[src/rtl/debounce_pkg.sv]
// Shared encodings and defaults for the pad-input debounce path.
// State bit 1 equals the debounced level, so the encoding is not arbitrary.
package debounce_pkg;

  localparam int DEF_STABLE_CYCLES = 50000;  // 1 ms at 50 MHz
  localparam int DEF_CNT_WIDTH     = 16;

  typedef enum logic [1:0] {
    ST_IDLE_LOW  = 2'b00,
    ST_WAIT_HIGH = 2'b01,
    ST_IDLE_HIGH = 2'b11,
    ST_WAIT_LOW  = 2'b10
  } state_t;

endpackage

[src/rtl/PNU_DFF.sv]
// Plain D flip-flop with synchronous active-high clear.
module PNU_DFF (
  input  logic clock,
  input  logic reset,
  input  logic D,
  output logic Q
);

  always_ff @(posedge clock) begin
    if (reset) Q <= 1'b0;
    else       Q <= D;
  end

endmodule

[src/rtl/sync_2ff.sv]
// Two-stage synchroniser for an asynchronous pad input; reusable for any pad.
module sync_2ff (
  input  logic clock,
  input  logic reset,
  input  logic D,
  output logic Q
);

  logic s1;

  PNU_DFF u_s1 (.clock(clock), .reset(reset), .D(D),  .Q(s1));
  PNU_DFF u_s2 (.clock(clock), .reset(reset), .D(s1), .Q(Q));

endmodule

[src/rtl/debounce_filter.sv]
// Synchronise a bouncy pad input and accept a new level only after
// STABLE_CYCLES consecutive agreeing samples.
module debounce_filter
  import debounce_pkg::*;
#(
  parameter int STABLE_CYCLES = DEF_STABLE_CYCLES,
  parameter int CNT_WIDTH     = DEF_CNT_WIDTH
) (
  input  logic clock,
  input  logic reset,
  input  logic raw,
  output logic level,
  output logic busy
);

  localparam logic [CNT_WIDTH-1:0] CNT_LAST = CNT_WIDTH'(STABLE_CYCLES - 1);
  localparam logic [CNT_WIDTH-1:0] CNT_ONE  = CNT_WIDTH'(1);

  logic                 s2;
  state_t               state;
  logic [CNT_WIDTH-1:0] cnt;

  sync_2ff u_sync (.clock(clock), .reset(reset), .D(raw), .Q(s2));

  // Entering WAIT already counts the first agreeing sample, hence cnt=1.
  always_ff @(posedge clock) begin
    if (reset) begin
      state <= ST_IDLE_LOW;
      cnt   <= '0;
      level <= 1'b0;
      busy  <= 1'b0;
    end else begin
      case (state)
        ST_IDLE_LOW: begin
          if (s2) begin
            state <= ST_WAIT_HIGH;
            cnt   <= CNT_ONE;
            busy  <= 1'b1;
          end else begin
            cnt   <= '0;
          end
        end
        ST_WAIT_HIGH: begin
          if (!s2) begin
            state <= ST_IDLE_LOW;
            cnt   <= '0;
            busy  <= 1'b0;
          end else if (cnt == CNT_LAST) begin
            state <= ST_IDLE_HIGH;
            cnt   <= '0;
            level <= 1'b1;
            busy  <= 1'b0;
          end else begin
            cnt   <= cnt + CNT_ONE;
          end
        end
        ST_IDLE_HIGH: begin
          if (!s2) begin
            state <= ST_WAIT_LOW;
            cnt   <= CNT_ONE;
            busy  <= 1'b1;
          end else begin
            cnt   <= '0;
          end
        end
        ST_WAIT_LOW: begin
          if (s2) begin
            state <= ST_IDLE_HIGH;
            cnt   <= '0;
            busy  <= 1'b0;
          end else if (cnt == CNT_LAST) begin
            state <= ST_IDLE_LOW;
            cnt   <= '0;
            level <= 1'b0;
            busy  <= 1'b0;
          end else begin
            cnt   <= cnt + CNT_ONE;
          end
        end
        default: begin
          state <= ST_IDLE_LOW;
          cnt   <= '0;
          level <= 1'b0;
          busy  <= 1'b0;
        end
      endcase
    end
  end

endmodule
[config.mk]
export PLATFORM = sky130hd
export DESIGN_NAME = debounce_filter
export DESIGN_NICKNAME = d
export VERILOG_FILES = /design/src/rtl/debounce_pkg.sv /design/src/rtl/PNU_DFF.sv /design/src/rtl/sync_2ff.sv /design/src/rtl/debounce_filter.sv
export SDC_FILE = /design/constraint.sdc
export NUM_CORES = 1
export LEC_CHECK = 0
export CAP_MARGIN = 15
export CORE_MARGIN = 1
export CORE_UTILIZATION = 57
export DETAILED_ROUTE_END_ITERATION = 12
export PLACE_DENSITY = 0.77
export SLEW_MARGIN = 15
export SYNTH_ARGS = -nofsm -noshare
export SYNTH_HDL_FRONTEND = slang
export SYNTH_SLANG_ARGS = --single-unit
[constraint.sdc]
create_clock -name clock -period 2.6 [get_ports clock]
set_input_delay 0.39 -clock clock [delete_from_list [all_inputs] [get_ports clock]]
set_output_delay 0.39 -clock clock [all_outputs]
set_load 0.05 [all_outputs]
==> flow_summary.json, run 1 <==
{
  "outcome": "finished, final reports clean",
  "yosysMostFrequentCell": "dfxtp_1",
  "cts.path.max_buffers": 2,
  "final_cells": 148,
  "wire_per_inst_um": 12.8,
  "drv_slew": 0,
  "critical_path_class": "flop to flop",
  "synth_edf_count": 0,
  "grt_max_degree": 14,
  "vias": 861,
  "drt_wl_total_um": 1900,
  "hp-class": "flop to flop",
  "setup_viol_count_final": 0,
  "ant_nets": 0,
  "synth_largest_area_cell": "dfxtp_1",
  "timing.hold.ws_ns": 0.452,
  "ys_warn_count": 0,
  "period_share": 0.846,
  "gp_congestion": 0.864,
  "post_cts_buffers": 0,
  "dp_slack_ns": 0.447,
  "grtUsageMet2": 0.310,
  "fin_worst_skew_ns": 0.00356,
  "cap_violations": 0,
  "p_leak_uw": 0.000362,
  "areaGrowthSynthToFinish_pct": 8.55,
  "cts_buffers": 3,
  "cts_resized": 0,
  "met3_usage": 0.0480,
  "synth_ff_type": "dfxtp_1",
  "powerDensity_nw_per_um2": 489,
  "antenna_found_initial": 0,
  "first_pass_iters": 4,
  "grt_pass1_wl_um": 2970,
  "power_uw": 559,
  "rr_startpoint": "cnt[5]$_SDFF_PP0_",
  "clk_pin_slew_ns": 0.11,
  "overflow": 0,
  "synth_seq_cells": 22,
  "rsz0062_at_grt": "no",
  "htreeDepth": 1,
  "start_kind": "flop",
  "syn-num-nets": 127,
  "vias_per_cell": 5.82,
  "rows": 15,
  "netlist_top_cells_area": "dfxtp_1 42%, xnor2_1 9.1%, ha_1 8.3%, nor2_1 5.7%, nand4_1 3.6%",
  "worst_path_largest_cell_delay_ns": 0.56,
  "cp.arrival_ns": 2.43,
  "cpMostUsedCell": "or4_1",
  "synth_area_um2": 1050,
  "slew_headroom": 0.672,
  "worstMarginPinSlew_ns": 0.490,
  "place.port_buffers": 4,
  "core_um2": 1730,
  "die-height_um": 45.0,
  "cts.hold.buffers_added": 0,
  "clk_latency_ns": 0.30,
  "async_flop_share": 0,
  "yosysUniqueCellTypes": 28,
  "fin_nets": 135,
  "top_usage_layer": "met2",
  "worst_ep_required_time_ns": 2.83,
  "crit_path_cell_trace": "or4_1 -> o41a_1 -> or4_1 -> a21oi_1",
  "worst_slack_ns": 0.401,
  "dp_cells": 145,
  "gr-usage-met1": 0.276,
  "min_from": "u_sync.u_s1.Q$_SDFF_PP0_",
  "crit_path_start": "cnt[5]$_SDFF_PP0_",
  "layout_min_cycle_time_ns": 2.20,
  "post-route-drc-count": 0,
  "crit_path_max_fanout": 9,
  "drive_gt1_frac": 0.0569,
  "peakVddDrop_v": 0.000414,
  "cts-root-buf": "clkbuf_4",
  "cp-end-kind": "flop",
  "globalRouteTotalUtil": 0.207,
  "die_w_um": 45.0,
  "clock_sinks": 22,
  "synth_area_per_cell_um2": 9.00,
  "grt_pass1_vias": 690,
  "die_area_um2": 2020,
  "drtIter0Drc": 39,
  "hold_violations": 0,
  "initial_utilization": 0.610,
  "tritoncts": "done",
  "synth_top_area_frac": 0.418,
  "ys_seq_area_frac": 0.418,
  "diodes": 0,
  "hpwlAfterDp_um": 1370,
  "synth_commonest_cells": "22 x dfxtp_1, 16 x nor2_1, 11 x xnor2_1, 7 x ha_1, 7 x inv_1",
  "netlist_instances": 117,
  "critPathSlowestCell": "or4_1",
  "pin_count": 5,
  "tns_ns": 0,
  "max_freq_mhz": 455
}
-- report_power, final --
group / switching, µW / total, µW / internal (µW)
logic: 32.5 / 57.0 / 24.4
registers: 7.28 / 352 / 345
clock network: 95.8 / 150 / 54.1
total: 136 / 559 / 423
-- placed cells by master, fill, tap and decap left out --
cell type / synthesis / final
dfxtp_1: 22 / 22
nor2_1: 16 / 16
xnor2_1: 11 / 11
inv_1: 7 / 7
ha_1: 7 / 7
nand4_1: 6 / 6
nand2_1: 5 / 5
nor4_1: 5 / 5
nor3_1: 5 / 5
nand3_1: 4 / 4
a21oi_1: 4 / 4
clkdlybuf4s50_1: 0 / 4
nor2b_1: 3 / 3
o21ai_0: 3 / 3
xor2_1: 3 / 3
clkbuf_4: 0 / 3
or4_1: 2 / 2
and3_2: 2 / 2
or4b_1: 1 / 1
mux2_2: 1 / 1
o41a_1: 1 / 1
a31oi_1: 1 / 1
and3_1: 1 / 1
a2111oi_0: 1 / 1
a21o_1: 1 / 1
or2_2: 1 / 1
and4_1: 1 / 1
a221oi_1: 1 / 1
a2111o_1: 1 / 1
-- critical path: cells and delay by family, from the launching register on --
kind | cells | cell delay [ns]
AO/OA/AOI/OAI | 2 | 0.66
AND/OR/NAND/NOR | 2 | 1.10
flip-flops | 1 | 0.37
-- routing by layer --
| layer | routed length [µm] | share of wire |
|---|---|---|
| met2 | 851 | 0.45 |
| met4 | 40 | 0.021 |
| met3 | 83 | 0.044 |
| met1 | 921 | 0.49 |
| met5 | 0 | 0 |
-- final timing paths --
kind | to | slack [ns] | cells after the start
worst max-delay path | state[1]$_SDFFE_PP0P_ | 0.40 | 4
worst min-delay path | u_sync.u_s2.Q$_SDFF_PP0_ | 0.45 | 1
worst max register to register | state[1]$_SDFFE_PP0P_ | 0.40 | 4
worst min register to register | u_sync.u_s2.Q$_SDFF_PP0_ | 0.45 | 1
-- cells by family after synthesis --
logic type      Yosys count  synth area share
simple gates             52             0.259
buf+inv                   8            0.0285
compound gates           13            0.0843
mux                       1            0.0107
fa+ha+maj                 7            0.0831
flops                    22             0.418
xor+xnor                 14             0.116
-- layout make-up --
class | instances | area (µm²)
clock buffers | 3 | 22.5
fillers | 151 | 583
inverters | 7 | 26.3
multi-input cells | 87 | 583
flip-flops and latches | 22 | 440
well taps | 25 | 31.3
repair buffers | 4 | 40.0
-- flip-flops by register name, indices dropped and copies added (netlist names) --
| register | count |
|---|---|
| busy | 1 |
| state | 2 |
| level | 1 |
| cnt | 16 |
| u_sync.u_s1.Q | 1 |
| u_sync.u_s2.Q | 1 |
-- per-stage QoR --
stage	instance area (µm²)	util
detailed placement	1120	0.649
finish	1140	0.662
global placement	1120	0.649
global route	1140	0.662
floorplan	1050	-
CTS	1140	0.662
Note: power is estimated with default switching activity, not from simulation.
==> run 2: changes to the inputs <==
==> constraint.sdc (replaced) <==
create_clock -name clock -period 2.15 [get_ports clock]
set_input_delay 0.3225 -clock clock [delete_from_list [all_inputs] [get_ports clock]]
set_output_delay 0.3225 -clock clock [all_outputs]
set_load 0.05 [all_outputs]
==> flow_summary.json, run 2 (synthesis gave the netlist of run 1 again) <==
{
  "cp.arrival_ns": 2.36,
  "critPathSlowestCell": "or4_1",
  "die-height_um": 45.0,
  "top_regs": "cnt (16), state (2)",
  "n_fill_cell": 127,
  "cp-end-kind": "flop",
  "rsz0062_at_grt": "no",
  "clock_sinks": 22,
  "worst_path_largest_cell_delay_ns": 0.56,
  "hpwlAfterDp_um": 1540,
  "post-route-drc-count": 0,
  "grt_max_degree": 14,
  "rows": 15,
  "fin_worst_skew_ns": 0.00520,
  "tritoncts": "done",
  "vias": 886,
  "peakVddDrop_v": 0.000553,
  "gp_congestion": 0.890,
  "wire_per_inst_um": 14.1,
  "critical_path_class": "flop to flop",
  "min_from": "u_sync.u_s1.Q$_SDFF_PP0_",
  "setup_viol_count_final": 0,
  "grt_pass1_vias": 784,
  "antenna_found_initial": 0,
  "hold_violations": 0,
  "cts-root-buf": "clkbuf_4",
  "cts.path.max_buffers": 2,
  "htreeDepth": 1,
  "worstMarginPinSlew_ns": 0.488,
  "diodes": 0,
  "final_cell_mix": "21 x dfxtp_1, 16 x nor2_1, 11 x xnor2_1",
  "areaGrowthSynthToFinish_pct": 16.3,
  "reg2reg_slack_ns": 0.05,
  "drtIter0Drc": 22,
  "reg2reg_to": "state[1]$_SDFFE_PP0P_",
  "rr_worst_depth": 4,
  "start_kind": "flop",
  "stdcell_area_um2": 1220,
  "drive_gt1_frac": 0.109,
  "tns_ns": 0,
  "placedInstanceArea_um2": 1170,
  "drv_slew": 0,
  "rr_startpoint": "cnt[5]$_SDFF_PP0_",
  "powerDensity_nw_per_um2": 676,
  "layout_commonest_cell": "dfxtp_1",
  "die_area_um2": 2020,
  "regMostFlops": "cnt",
  "cap_violations": 0,
  "slew_headroom": 0.674,
  "crit_path_cell_trace": "or4_1 -> o41a_1 -> or4_1 -> a21oi_1",
  "outcome": "finished, final reports clean",
  "overflow": 0,
  "period_share": 0.976,
  "grt_pass1_wl_um": 3400,
  "p_leak_uw": 0.000408,
  "worst_ep_required_time_ns": 2.41,
  "clk_pin_slew_ns": 0.13,
  "hp-class": "flop to flop",
  "hold_depth": 1,
  "largest_register_ffs": 16,
  "layout_min_cycle_time_ns": 2.10,
  "ant_nets": 0,
  "cts.hold.buffers_added": 0,
  "fin_nets": 140,
  "place.port_buffers": 4,
  "min_to": "u_sync.u_s2.Q$_SDFF_PP0_",
  "clk_latency_ns": 0.32,
  "first_pass_iters": 4,
  "vias_per_cell": 5.75,
  "cts_buffers": 3,
  "pin_count": 5,
  "crit_path_max_fanout": 6,
  "globalRouteTotalUtil": 0.238,
  "drt_wl_total_um": 2160,
  "post_cts_buffers": 0,
  "cpMostUsedCell": "or4_1",
  "max_freq_mhz": 476,
  "die_w_um": 45.0,
  "initial_utilization": 0.610,
  "core_um2": 1730
}
run 2: changes by cell type in the layout (fill, tap and decap cells not counted), sizes merged:
| cell | change |
|---|---|
| buf | +5 |
| bufinv | +1 |
run 2: how the worst max path moves through the flow:
stage | start | end | depth (start not counted)
global placement | cnt[5]$_SDFF_PP0_ | state[1]$_SDFFE_PP0P_ | 4
finish | cnt[5]$_SDFF_PP0_ | state[1]$_SDFFE_PP0P_ | 4
CTS | cnt[5]$_SDFF_PP0_ | state[1]$_SDFFE_PP0P_ | 4
floorplan | cnt[5]$_SDFF_PP0_ | state[1]$_SDFFE_PP0P_ | 4
global route | cnt[5]$_SDFF_PP0_ | level$_SDFFE_PP0P_ | 4
detailed placement | cnt[5]$_SDFF_PP0_ | state[1]$_SDFFE_PP0P_ | 4
run 2: where the power goes:
part           total (µW)  switching [µW]  internal [µW]
clock network         323             134            189
logic                79.9            45.4           34.5
registers             425            7.95            417
run 2: per-stage QoR:
stage                     utilization  hold slack (ns)  setup WS (ns)  instances  total power, µW
final                           0.709            0.455         0.0507        154              828
after global routing            0.709            0.475         0.0136        154              854
after CTS                       0.709            0.461         0.0497        154              831
after detailed placement        0.678            0.433          0.115        150              510
after global placement          0.678            0.419          0.177        150              508
after floorplan                     -            0.392          0.119        117              482
run 2: worst max-delay path: cells and delay by family, from the launching register on:
| family | cells | cell delay, ns |
|---|---|---|
| simple gates | 2 | 1.08 |
| flops | 1 | 0.37 |
| compound gates | 2 | 0.59 |
run 2: area by class of cell:
type,count,area [µm²],area share
clock buffer,3,22.5,0.0184
clock inverter,1,30.0,0.0245
inverter,7,26.3,0.0215
multi-input combinational,87,583,0.476
sequential,22,442,0.361
tap,25,31.3,0.0255
timing repair buffer,9,90.1,0.0735
run 2: what timing repair did:
item                                    4_1_cts  5_1_grt
resized for setup                             0        1
endpoints found under the setup margin        0        3
hold endpoints to repair                      0        0
run 2: layer usage:
metal	GRT usage	share of wire
met1	0.302	0.47
met2	0.388	0.48
met3	0.0360	0.040
met4	0.127	0.014
met5	0	0
==> run 3: changes to the inputs <==
--- a/config.mk
+++ b/config.mk
@@ -5,11 +5,11 @@
 export SDC_FILE = /design/constraint.sdc
 export NUM_CORES = 1
 export LEC_CHECK = 0
-export CAP_MARGIN = 15
+export CAP_MARGIN = 10
 export CORE_MARGIN = 1
-export CORE_UTILIZATION = 57
+export CORE_UTILIZATION = 40
 export DETAILED_ROUTE_END_ITERATION = 12
-export PLACE_DENSITY = 0.77
+export PLACE_DENSITY = 0.58
 export SLEW_MARGIN = 15
 export SYNTH_ARGS = -nofsm -noshare
 export SYNTH_HDL_FRONTEND = slang
==> flow_summary.json, run 3 (synthesis gave the netlist of run 1 again) <==
{
  "cp.arrival_ns": 2.29,
  "die_area_um2": 2840,
  "reg2reg_to": "state[1]$_SDFFE_PP0P_",
  "post_cts_buffers": 0,
  "clk_pin_slew_ns": 0.12,
  "p_leak_uw": 0.000401,
  "critical_path_class": "flop to flop",
  "hold_violations": 0,
  "rsz0062_at_grt": "no",
  "outcome": "finished, final reports clean",
  "post-route-drc-count": 0,
  "regMostFlops": "cnt",
  "vias_per_cell": 5.48,
  "overflow": 0,
  "worstMarginPinSlew_ns": 0.502,
  "gr-usage-met1": 0.229,
  "cts_buffers": 3,
  "cts_resized": 0,
  "globalRouteTotalUtil": 0.176,
  "grt_pass1_wl_um": 3630,
  "drt_wl_total_um": 2090,
  "hpwlAfterDp_um": 1550,
  "tritoncts": "done",
  "crit_path_start": "cnt[5]$_SDFF_PP0_",
  "fin_worst_skew_ns": 0.00408,
  "powerDensity_nw_per_um2": 606,
  "gp_congestion": 0.844,
  "power_uw": 736,
  "peakVddDrop_v": 0.000487,
  "cap_violations": 0,
  "core_um2": 2480,
  "areaGrowthSynthToFinish_pct": 15.2,
  "worst_ep_required_time_ns": 2.40,
  "crit_path_max_fanout": 6,
  "die-height_um": 53.3,
  "rows": 18,
  "largest_register_ffs": 16,
  "cp_num_cells": 4,
  "path_buf_inv": 0,
  "tns_ns": 0,
  "grtUsageMet2": 0.277,
  "grt_pass1_vias": 847,
  "first_pass_iters": 4,
  "critPathSlowestCell": "or4_1",
  "reg2reg_slack_ns": 0.12,
  "hp-class": "flop to flop",
  "pin_count": 5,
  "start_kind": "flop",
  "die_w_um": 53.3,
  "clk_latency_ns": 0.31,
  "initial_utilization": 0.425,
  "wire_per_inst_um": 13.1,
  "cpMostUsedCell": "or4_1",
  "layout_min_cycle_time_ns": 2.03,
  "rr_startpoint": "cnt[5]$_SDFF_PP0_",
  "period_share": 0.946,
  "clock_sinks": 22,
  "drtIter0Drc": 28,
  "slew_headroom": 0.664,
  "cts.hold.buffers_added": 0,
  "met3_usage": 0.0345,
  "cts-root-buf": "clkbuf_4",
  "worst_path_largest_cell_delay_ns": 0.56,
  "diodes": 0,
  "place.port_buffers": 4,
  "drv_slew": 0,
  "top_regs": "cnt (16), state (2)",
  "crit_path_cell_trace": "or4_1 -> o41a_1 -> or4_1 -> a21oi_1",
  "fin_nets": 140,
  "ant_nets": 0,
  "cts.path.max_buffers": 2,
  "final_cell_mix": "22 x dfxtp_1, 16 x nor2_1, 11 x xnor2_1",
  "rr_worst_depth": 4,
  "top_usage_layer": "met2",
  "setup_viol_count_final": 0,
  "vias": 871,
  "crit_path_end": "state[1]$_SDFFE_PP0P_",
  "max_freq_mhz": 492,
  "antenna_found_initial": 0,
  "cp-end-kind": "flop",
  "grt_max_degree": 14,
  "critical-path-top-delay-family": "simple AND/OR/NAND/NOR gates",
  "layout_commonest_cell": "dfxtp_1",
  "drive_gt1_frac": 0.101,
  "htreeDepth": 1
}
==> run 3: cell count changes in the layout (fill, tap and decap cells not counted) <==
cell       previous run  this run
clkbuf_8              0         1
dfxtp_1              21        22
dfxtp_2               1         0
bufinv_16             1         0
==> run 3: cell type report <==
cell class / count / area [µm²]
multi-input combinational: 87 / 583
tap: 30 / 37.5
clock buffer: 4 / 36.3
fill: 258 / 1260
inverter: 7 / 26.3
sequential: 22 / 440
timing repair buffer: 9 / 90.1
==> run 3: routing by layer <==
metal	vias up	routed length [µm]
met2	19	918
li1	437	-
met5	-	0
met1	410	1070
met3	5	69
met4	0	31
==> run 3: how the worst min path moves through the flow <==
stage                                         from                       end  slack [ns]  depth (start not counted)
final                     u_sync.u_s1.Q$_SDFF_PP0_  u_sync.u_s2.Q$_SDFF_PP0_        0.46                          1
after global routing      u_sync.u_s1.Q$_SDFF_PP0_  u_sync.u_s2.Q$_SDFF_PP0_        0.48                          1
after CTS                 u_sync.u_s1.Q$_SDFF_PP0_  u_sync.u_s2.Q$_SDFF_PP0_        0.47                          1
after detailed placement  u_sync.u_s1.Q$_SDFF_PP0_  u_sync.u_s2.Q$_SDFF_PP0_        0.44                          1
after global placement    u_sync.u_s1.Q$_SDFF_PP0_  u_sync.u_s2.Q$_SDFF_PP0_        0.42                          1
after floorplan                              reset         busy$_SDFFE_PP0P_        0.39                          1
==> run 3: where the power goes <==
part | internal (µW) | switching [µW] | total, µW
logic | 34.5 | 44.3 | 78.7
clock network | 104 | 130 | 233
registers | 417 | 6.67 | 424
total | 555 | 180 | 736
==> run 3: worst reg2reg max path: stages (launching register included) <==
cell	delay, ns
dfxtp_1	0.38
or4_1	0.56
o41a_1	0.39
or4_1	0.50
a21oi_1	0.14
==> run 3: stage by stage <==
step	util	cells	setup slack, ns	instance area, µm²	hold slack [ns]
2_1_floorplan	-	117	0.119	1050	0.392
3_3_place_gp	0.475	155	0.171	1180	0.418
3_5_place_dp	0.475	155	0.148	1180	0.440
4_1_cts	0.490	159	0.112	1210	0.466
5_1_grt	0.490	159	0.00700	1210	0.476
6_report	0.490	159	0.116	1210	0.461
